--- src/rtl/chan_scan_mux.sv ---
`default_nettype none
// ============================================================================
// Module   : chan_scan_mux
// Purpose  : Registered N-channel, W-bit mux with manual select and automatic
//            round-robin dwell scanning. Optional macro: CHAN_MASK_EN
//            (adds chan_mask input, skips disabled channels).
// Revision : 1.0 - initial release
// ============================================================================
module chan_scan_mux #(
    parameter int   WIDTH    = 4,
    parameter int   CHANNELS = 4,
    parameter int   DWELL    = 8,
    localparam int  SW       = $clog2(CHANNELS)
) (
    input  logic                      clk,
    input  logic                      resetn,
    input  logic [CHANNELS*WIDTH-1:0] data_in,
    input  logic                      mode,
    input  logic [SW-1:0]             sel_in,
    input  logic                      hold,
`ifdef CHAN_MASK_EN
    input  logic [CHANNELS-1:0]       chan_mask,
`endif
    output logic [WIDTH-1:0]          m_out,
    output logic [SW-1:0]             m_sel,
    output logic [SW-1:0]             sel_out,
    output logic                      switched
);

    localparam int            CW         = $clog2(DWELL + 1);
    localparam logic [CW-1:0] c_CNT_LAST = CW'(DWELL - 1);

    logic [SW-1:0]       r_sel;
    logic [CW-1:0]       r_cnt;
    logic                r_prev_mode;
    logic [WIDTH-1:0]    r_m_out;
    logic [SW-1:0]       r_m_sel;
    logic                r_switched;

    logic [CHANNELS-1:0] w_en;
    logic [WIDTH-1:0]    w_data;
    logic                w_sel_ok;
    logic [SW-1:0]       w_above;
    logic                w_above_found;
    logic [SW-1:0]       w_low;
    logic                w_low_found;
    logic [SW-1:0]       w_next;
    logic [SW-1:0]       w_sel_nxt;
    logic [CW-1:0]       w_cnt_nxt;

`ifdef CHAN_MASK_EN
    assign w_en = chan_mask;
`else
    assign w_en = {CHANNELS{1'b1}};
`endif

    // Compare-based selection keeps every index in range for non-power-of-two
    // channel counts; an out-of-range or disabled sel_in simply never matches.
    always_comb begin
        w_data        = '0;
        w_sel_ok      = 1'b0;
        w_above       = '0;
        w_above_found = 1'b0;
        w_low         = '0;
        w_low_found   = 1'b0;
        for (int c = 0; c < CHANNELS; c++) begin
            if (r_sel == SW'(c))
                w_data = data_in[c*WIDTH +: WIDTH];
            if (w_en[c] && (sel_in == SW'(c)))
                w_sel_ok = 1'b1;
            if (w_en[c]) begin
                if (!w_low_found) begin
                    w_low       = SW'(c);
                    w_low_found = 1'b1;
                end
                if (!w_above_found && (SW'(c) > r_sel)) begin
                    w_above       = SW'(c);
                    w_above_found = 1'b1;
                end
            end
        end
    end

    // Next enabled channel after r_sel with wrap; no enabled channel keeps r_sel.
    always_comb begin
        if (w_above_found)
            w_next = w_above;
        else if (w_low_found)
            w_next = w_low;
        else
            w_next = r_sel;
    end

    always_comb begin
        w_sel_nxt = r_sel;
        w_cnt_nxt = r_cnt;
        if (hold) begin
            w_sel_nxt = r_sel;
            w_cnt_nxt = r_cnt;
        end else if (!mode) begin
            w_cnt_nxt = '0;
            if (w_sel_ok)
                w_sel_nxt = sel_in;
        end else if (!r_prev_mode) begin
            w_cnt_nxt = '0;
        end else if (r_cnt == c_CNT_LAST) begin
            w_cnt_nxt = '0;
            w_sel_nxt = w_next;
        end else begin
            w_cnt_nxt = r_cnt + 1'b1;
        end
    end

    always_ff @(posedge clk) begin
        if (!resetn) begin
            r_sel       <= '0;
            r_cnt       <= '0;
            r_prev_mode <= 1'b0;
            r_m_out     <= '0;
            r_m_sel     <= '0;
            r_switched  <= 1'b0;
        end else begin
            r_sel       <= w_sel_nxt;
            r_cnt       <= w_cnt_nxt;
            // Tracks mode even while held, so a mode edge under hold is consumed.
            r_prev_mode <= mode;
            r_m_out     <= w_data;
            r_m_sel     <= r_sel;
            r_switched  <= (w_sel_nxt != r_sel);
        end
    end

    assign m_out    = r_m_out;
    assign m_sel    = r_m_sel;
    assign sel_out  = r_sel;
    assign switched = r_switched;

endmodule
`default_nettype wire

--- config.mk ---
export PLATFORM = sky130hd
export DESIGN_NAME = chan_scan_mux
export DESIGN_NICKNAME = d
export VERILOG_FILES = /design/src/rtl/chan_scan_mux.sv
export SDC_FILE = /design/constraint.sdc
export NUM_CORES = 1
export LEC_CHECK = 0
export ABC_CLOCK_PERIOD_IN_PS = 1550
export BUFFER_PORTS_ARGS = -buffer_cell sky130_fd_sc_hd__buf_2
export CORE_UTILIZATION = 42
export DETAILED_ROUTE_END_ITERATION = 10
export GPL_ROUTABILITY_DRIVEN = 1
export PLACE_DENSITY_LB_ADDON = 0.2
export SETUP_SLACK_MARGIN = 0.1
export SYNTH_ARGS = -nofsm -noshare
export SYNTH_HDL_FRONTEND = slang
export SYNTH_SLANG_ARGS = --single-unit
--- constraint.sdc ---
create_clock -name clk -period 1.55 [get_ports clk]
set_clock_uncertainty 0.2 [all_clocks]
set_input_delay 0.155 -clock clk [delete_from_list [all_inputs] [get_ports clk]]
set_output_delay 0.155 -clock clk [all_outputs]
set_load 0.01 [all_outputs]
# Yosys cells after proc, flatten, opt, wreduce, memory -nomap -nowiden
# Cells that the tools add are included.
# Widths: inputs -> output; s select.
# totals
ff_bits	14
inputBits	22
output_inout_bits	9
wordCells	51
# classes
addsub	1
n_eq_ne	8
n_reduce_logical	8
muxes	24
order_cmp	4
# ops
operator	n
$mux 4	7
$mux 2	8
$mux 1	9
$eq 2x2->1 const B	4
$add 4x1->4 const B	1
$eq 2x1->1 const B	2
$eq 4x3->1 const B	1
$gt 1x2->1 const A	2
$gt 2x2->1 const A	2
$logic_not 2->1	2
$logic_and 1x1->1	3
$logic_not 1->1	3
$ne 2x2->1	1

# Depth between registers and ports, before layout
# logic_depth
ltp_word	17
ltp_mapped	7
ltp_nobuf	6

# Worst setup path after synthesis
# No wires, ideal clock.
# synth_timing
path_kind	register to register
startpoint	register r_sel[1] (netlist: sel_out[1])
endpoint	register r_switched (netlist: switched)
t_required_ps	1227
setup_slack_ps	-210
synth_period_minus_slack_ps	1760
arrival_ps	1437
n_path_buf	1
stages_incl_launch_ff	7
setup_time_ps	123
path_cell_list	dfxtp_1 -> ha_1 -> buf_2 -> nor2_1 -> or2_2 -> a41oi_1 -> a21oi_1
# synth_via
elab_chain_len	17
word_cells_on_any_way	24
classes_between	order compare (4); eq/ne (1); mux (13); reduce/logical (6)
# synth_lines
item	line	source
start, declared	33	logic [SW-1:0] r_sel;
start signal, assigned	123	r_sel <= w_sel_nxt;
$gt 1x2->1	76	if (!w_above_found && (SW'(c) > r_sel)) begin
$mux 1	76	
$logic_not 1->1	76	
$logic_and 1x1->1	76	
$mux 1	76	
$logic_not 1->1	76	
$logic_and 1x1->1	76	
$mux 1	76	
$logic_not 1->1	76	
$logic_and 1x1->1	76	
$mux 2 or $mux 1 (tied branches)	76	
$mux 2	86	if (w_above_found)
$mux 2	106	end else if (r_cnt == c_CNT_LAST) begin
$mux 2	104	end else if (!r_prev_mode) begin
$mux 2	100	end else if (!mode) begin
$mux 2	97	if (hold) begin
$ne 2x2->1 *	129	r_switched <= (w_sel_nxt != r_sel);
end signal, assigned	129	
end, declared	38	logic r_switched;
# Every way passes the cells marked *; elsewhere a longest branch is shown, timed or not.
# A chain may end at the register's enable or synchronous reset.

# Worst setup path in the final report
# Ends and elaborated chain as after synthesis.

==> metrics.yaml <==
grt_pass1_vias: 813
regToRegEndpoint: "switched$_SDFF_PN0_"
syn_area_sq_um: 778
seq_area_frac_synth_pct: 36.0
synth.top_cells.by_count: "14 x dfxtp_1, 12 x a21oi_1, 10 x nand2_1, 9 x o21ai_0, 6 x nand3_1"
timing.fmax_mhz: 655
whs_ps: 12.1
status: "complete, no violations"
critPathKind: "flip-flop to flip-flop"
firstDrtPassIters: 4
min_path_cells: 3
root_buffer: "clkbuf_4"
synth_top_area_share_pct: 36.0
critPathLaunchType: "flip-flop"
n_antenna_cell: 0
yosys.area.top_type: "dfxtp_1"
grt_usage_pct: 23.4
synthToLayoutAreaGrowth_pct: 69.1
final_hold_viol_count: 0
clkSinkCount: 14
die_w_um: 45.0
drt_iter0_markers: 32
ys_async_sr_fraction_pct: 0
grt_max_degree: 16
final_antenna_net_count: 0
wl_um: 2380
antenna_found_initial: 0
finalSetupViolations: 0
setup.worst_path.end: "switched$_SDFF_PN0_"
die-area_sq_um: 2030
p_per_area_nw_per_um2: 697
grt_pass1_wl_um: 3370
worst-path-stages: 6
slew_viol_final: 0
initial_core_util_pct: 45.1
worstReg2RegStart: "sel_out[1]$_SDFF_PN0_"
period_needed_ps: 1530
setup.worst_path.start: "sel_out[1]$_SDFF_PN0_"
period_share_pct: 98.6
fin_cells: 168
crit_buf_inv: 1
path_delay_family: "compound AO/OA/AOI/OAI gates"
synth.distinct_cells: 28
max_cap_violations: 0
drcViolationCount: 0
clk_path_buf_depth: 2
crit_path_cell_trace: "buf_6, ha_4, nor2_4, o41ai_4, a41oi_2, a21oi_1"
wl_per_cell_um: 14.2
synth_area_leaders: "dfxtp_1 36%, ha_1 8.0%, a21oi_1 7.7%"
synth.most_common_cell: "dfxtp_1"
cts_htree_levels: 1
slowest_delay_ps: 410
rr_worst_depth: 6
synthFlopType: "dfxtp_1"
arrival_ps: 1550
coreArea_sq_um: 1730
cts_tree: "yes"
io_buffers: 30
drive_gt1_share_pct: 50.3
worstSetupEndpointType: "flip-flop"
syn-num-nets: 120
vias: 893
via_per_inst: 5.32
cts_buffers: 3
netlist_instances: 93
nNetsFinal: 171
tightest_slew_ps: 285
dp_hpwl_um: 1390
path_max_fanout: 6
ys_warn_count: 0
hp-class: "primary input to flip-flop"
relSlewSlack_pct: 80.9
path_clk_slew_ps: 90
required_ps: 1570
clkLatencyLatePin_ps: 290
rsz0062_at_grt: "yes"
regToRegSetupSlack_ps: 20
rows: 15
synth-edff-count: 0
ys_seq_elements: 14
leakagePower_nw: 0.580
dp_cells: 149
die_h_um: 45.0
irDropWorstVdd_uv: 495
grt_overflow: 0
cp_slowest_cell: "dfxtp_4"
pin_count: 31
place_congestion: 0.726
synth.avg_cell_area_sq_um: 8.37
==> kinds of logic (layout without fill, tap and decap cells) <==
logic type | count (synthesis) | count (layout) | synth area share, %
AOI/OAI and AO/OA | 28 | 28 | 22.3
xor gates and xnor gates | 2 | 2 | 2.25
adders and majority gates | 5 | 5 | 8.04
buffers and inverters | 6 | 56 | 3.21
DFF | 14 | 14 | 36.0
and+or+nand+nor | 38 | 38 | 28.1
==> per-layer routing <==
layer | wire (um) | GRT usage (%) | vias to the layer above
met1 | 959 | 28.1 | 415
met4 | 55 | 10.9 | 0
li1 | - | - | 432
met2 | 1230 | 38.6 | 40
met5 | 0 | 0 | -
met3 | 138 | 6.40 | 6
==> repair_timing <==
item                                   4_1_cts  5_1_grt
setup endpoints to repair                   10        9
endpoints found under the hold margin        4        0
resized for setup                           15       13
hold buffers                                 8        0
pin swaps                                    6        7
buffers inserted                             6        1
cloned                                       0        0
==> worst register-to-register path, delay by kind of cell, from the launching register on <==
kind | cells | cell delay [ps]
adder cells (fa/ha/maj) | 1 | 130
AND/OR/NAND/NOR | 1 | 50
flip-flops | 1 | 410
AO/OA/AOI/OAI | 3 | 550
buffers and inverters | 1 | 120
==> flip-flops by register name, summed over array words and instances (netlist names) <==
| name | count |
|---|---|
| sel_out | 2 |
| m_sel | 2 |
| m_out | 4 |
| r_prev_mode | 1 |
| r_cnt | 4 |
| switched | 1 |
==> how the worst min path moves through the flow <==
| stage | start | end | slack (ps) |
|---|---|---|---|
| 3_5_place_dp | data_in[12] | m_out[0]$_SDFF_PN0_ | 200 |
| 2_1_floorplan | resetn | m_sel[0]$_SDFF_PN0_ | 80 |
| 3_3_place_gp | data_in[14] | m_out[2]$_SDFF_PN0_ | 170 |
| 6_report | sel_in[1] | sel_out[1]$_SDFF_PN0_ | 10 |
| 5_1_grt | resetn | sel_out[0]$_SDFF_PN0_ | 30 |
| 4_1_cts | resetn | sel_out[0]$_SDFF_PN0_ | 7 |
==> metrics by stage <==
stage	total power, W	area, sq um	setup WS, ps	TNS, ps	util [%]
2_1_floorplan	0.000510	867	84.9	0	-
3_3_place_gp	0.000572	1060	17.3	0	61.3
3_5_place_dp	0.000577	1060	-22.8	-41.7	61.3
4_1_cts	0.000895	1280	70.9	0	74.0
5_1_grt	0.000956	1320	-37.6	-43.3	76.2
6_report	0.000917	1320	22.2	0	76.2
==> cells in the final DEF (no fill, tap or decap), types with 2 or more instances in the layout <==
cell type | netlist | final
nor2b_1 | 2 | 2
clkbuf_4 | 0 | 3
a21oi_2 | 0 | 6
dfxtp_1 | 14 | 9
ha_4 | 0 | 5
nor2_1 | 3 | 2
o21ai_1 | 0 | 5
dlygate4sd3_1 | 0 | 8
dfxtp_4 | 0 | 4
buf_6 | 0 | 3
nand2b_1 | 4 | 3
and2_1 | 4 | 4
o21ai_0 | 9 | 4
inv_4 | 0 | 2
a21oi_1 | 12 | 6
nand3b_1 | 4 | 4
buf_4 | 0 | 8
buf_2 | 2 | 30
nand2_1 | 10 | 10
nand3_1 | 6 | 6
==> report_power, final <==
group | switching, W | internal, W
clock network | 0.000130 | 0.000143
logic | 0.000121 | 0.000132
registers | 0.0000157 | 0.000376
==> cell type report <==
cell class | count | area [sq um]
timing repair buffer | 49 | 324
multi-input combinational | 73 | 612
inverter | 3 | 16.3
tap | 25 | 31.3
clock buffer | 4 | 36.3
fill | 129 | 410
sequential | 14 | 297
No activity file was read; power rests on OpenSTA's default activity.
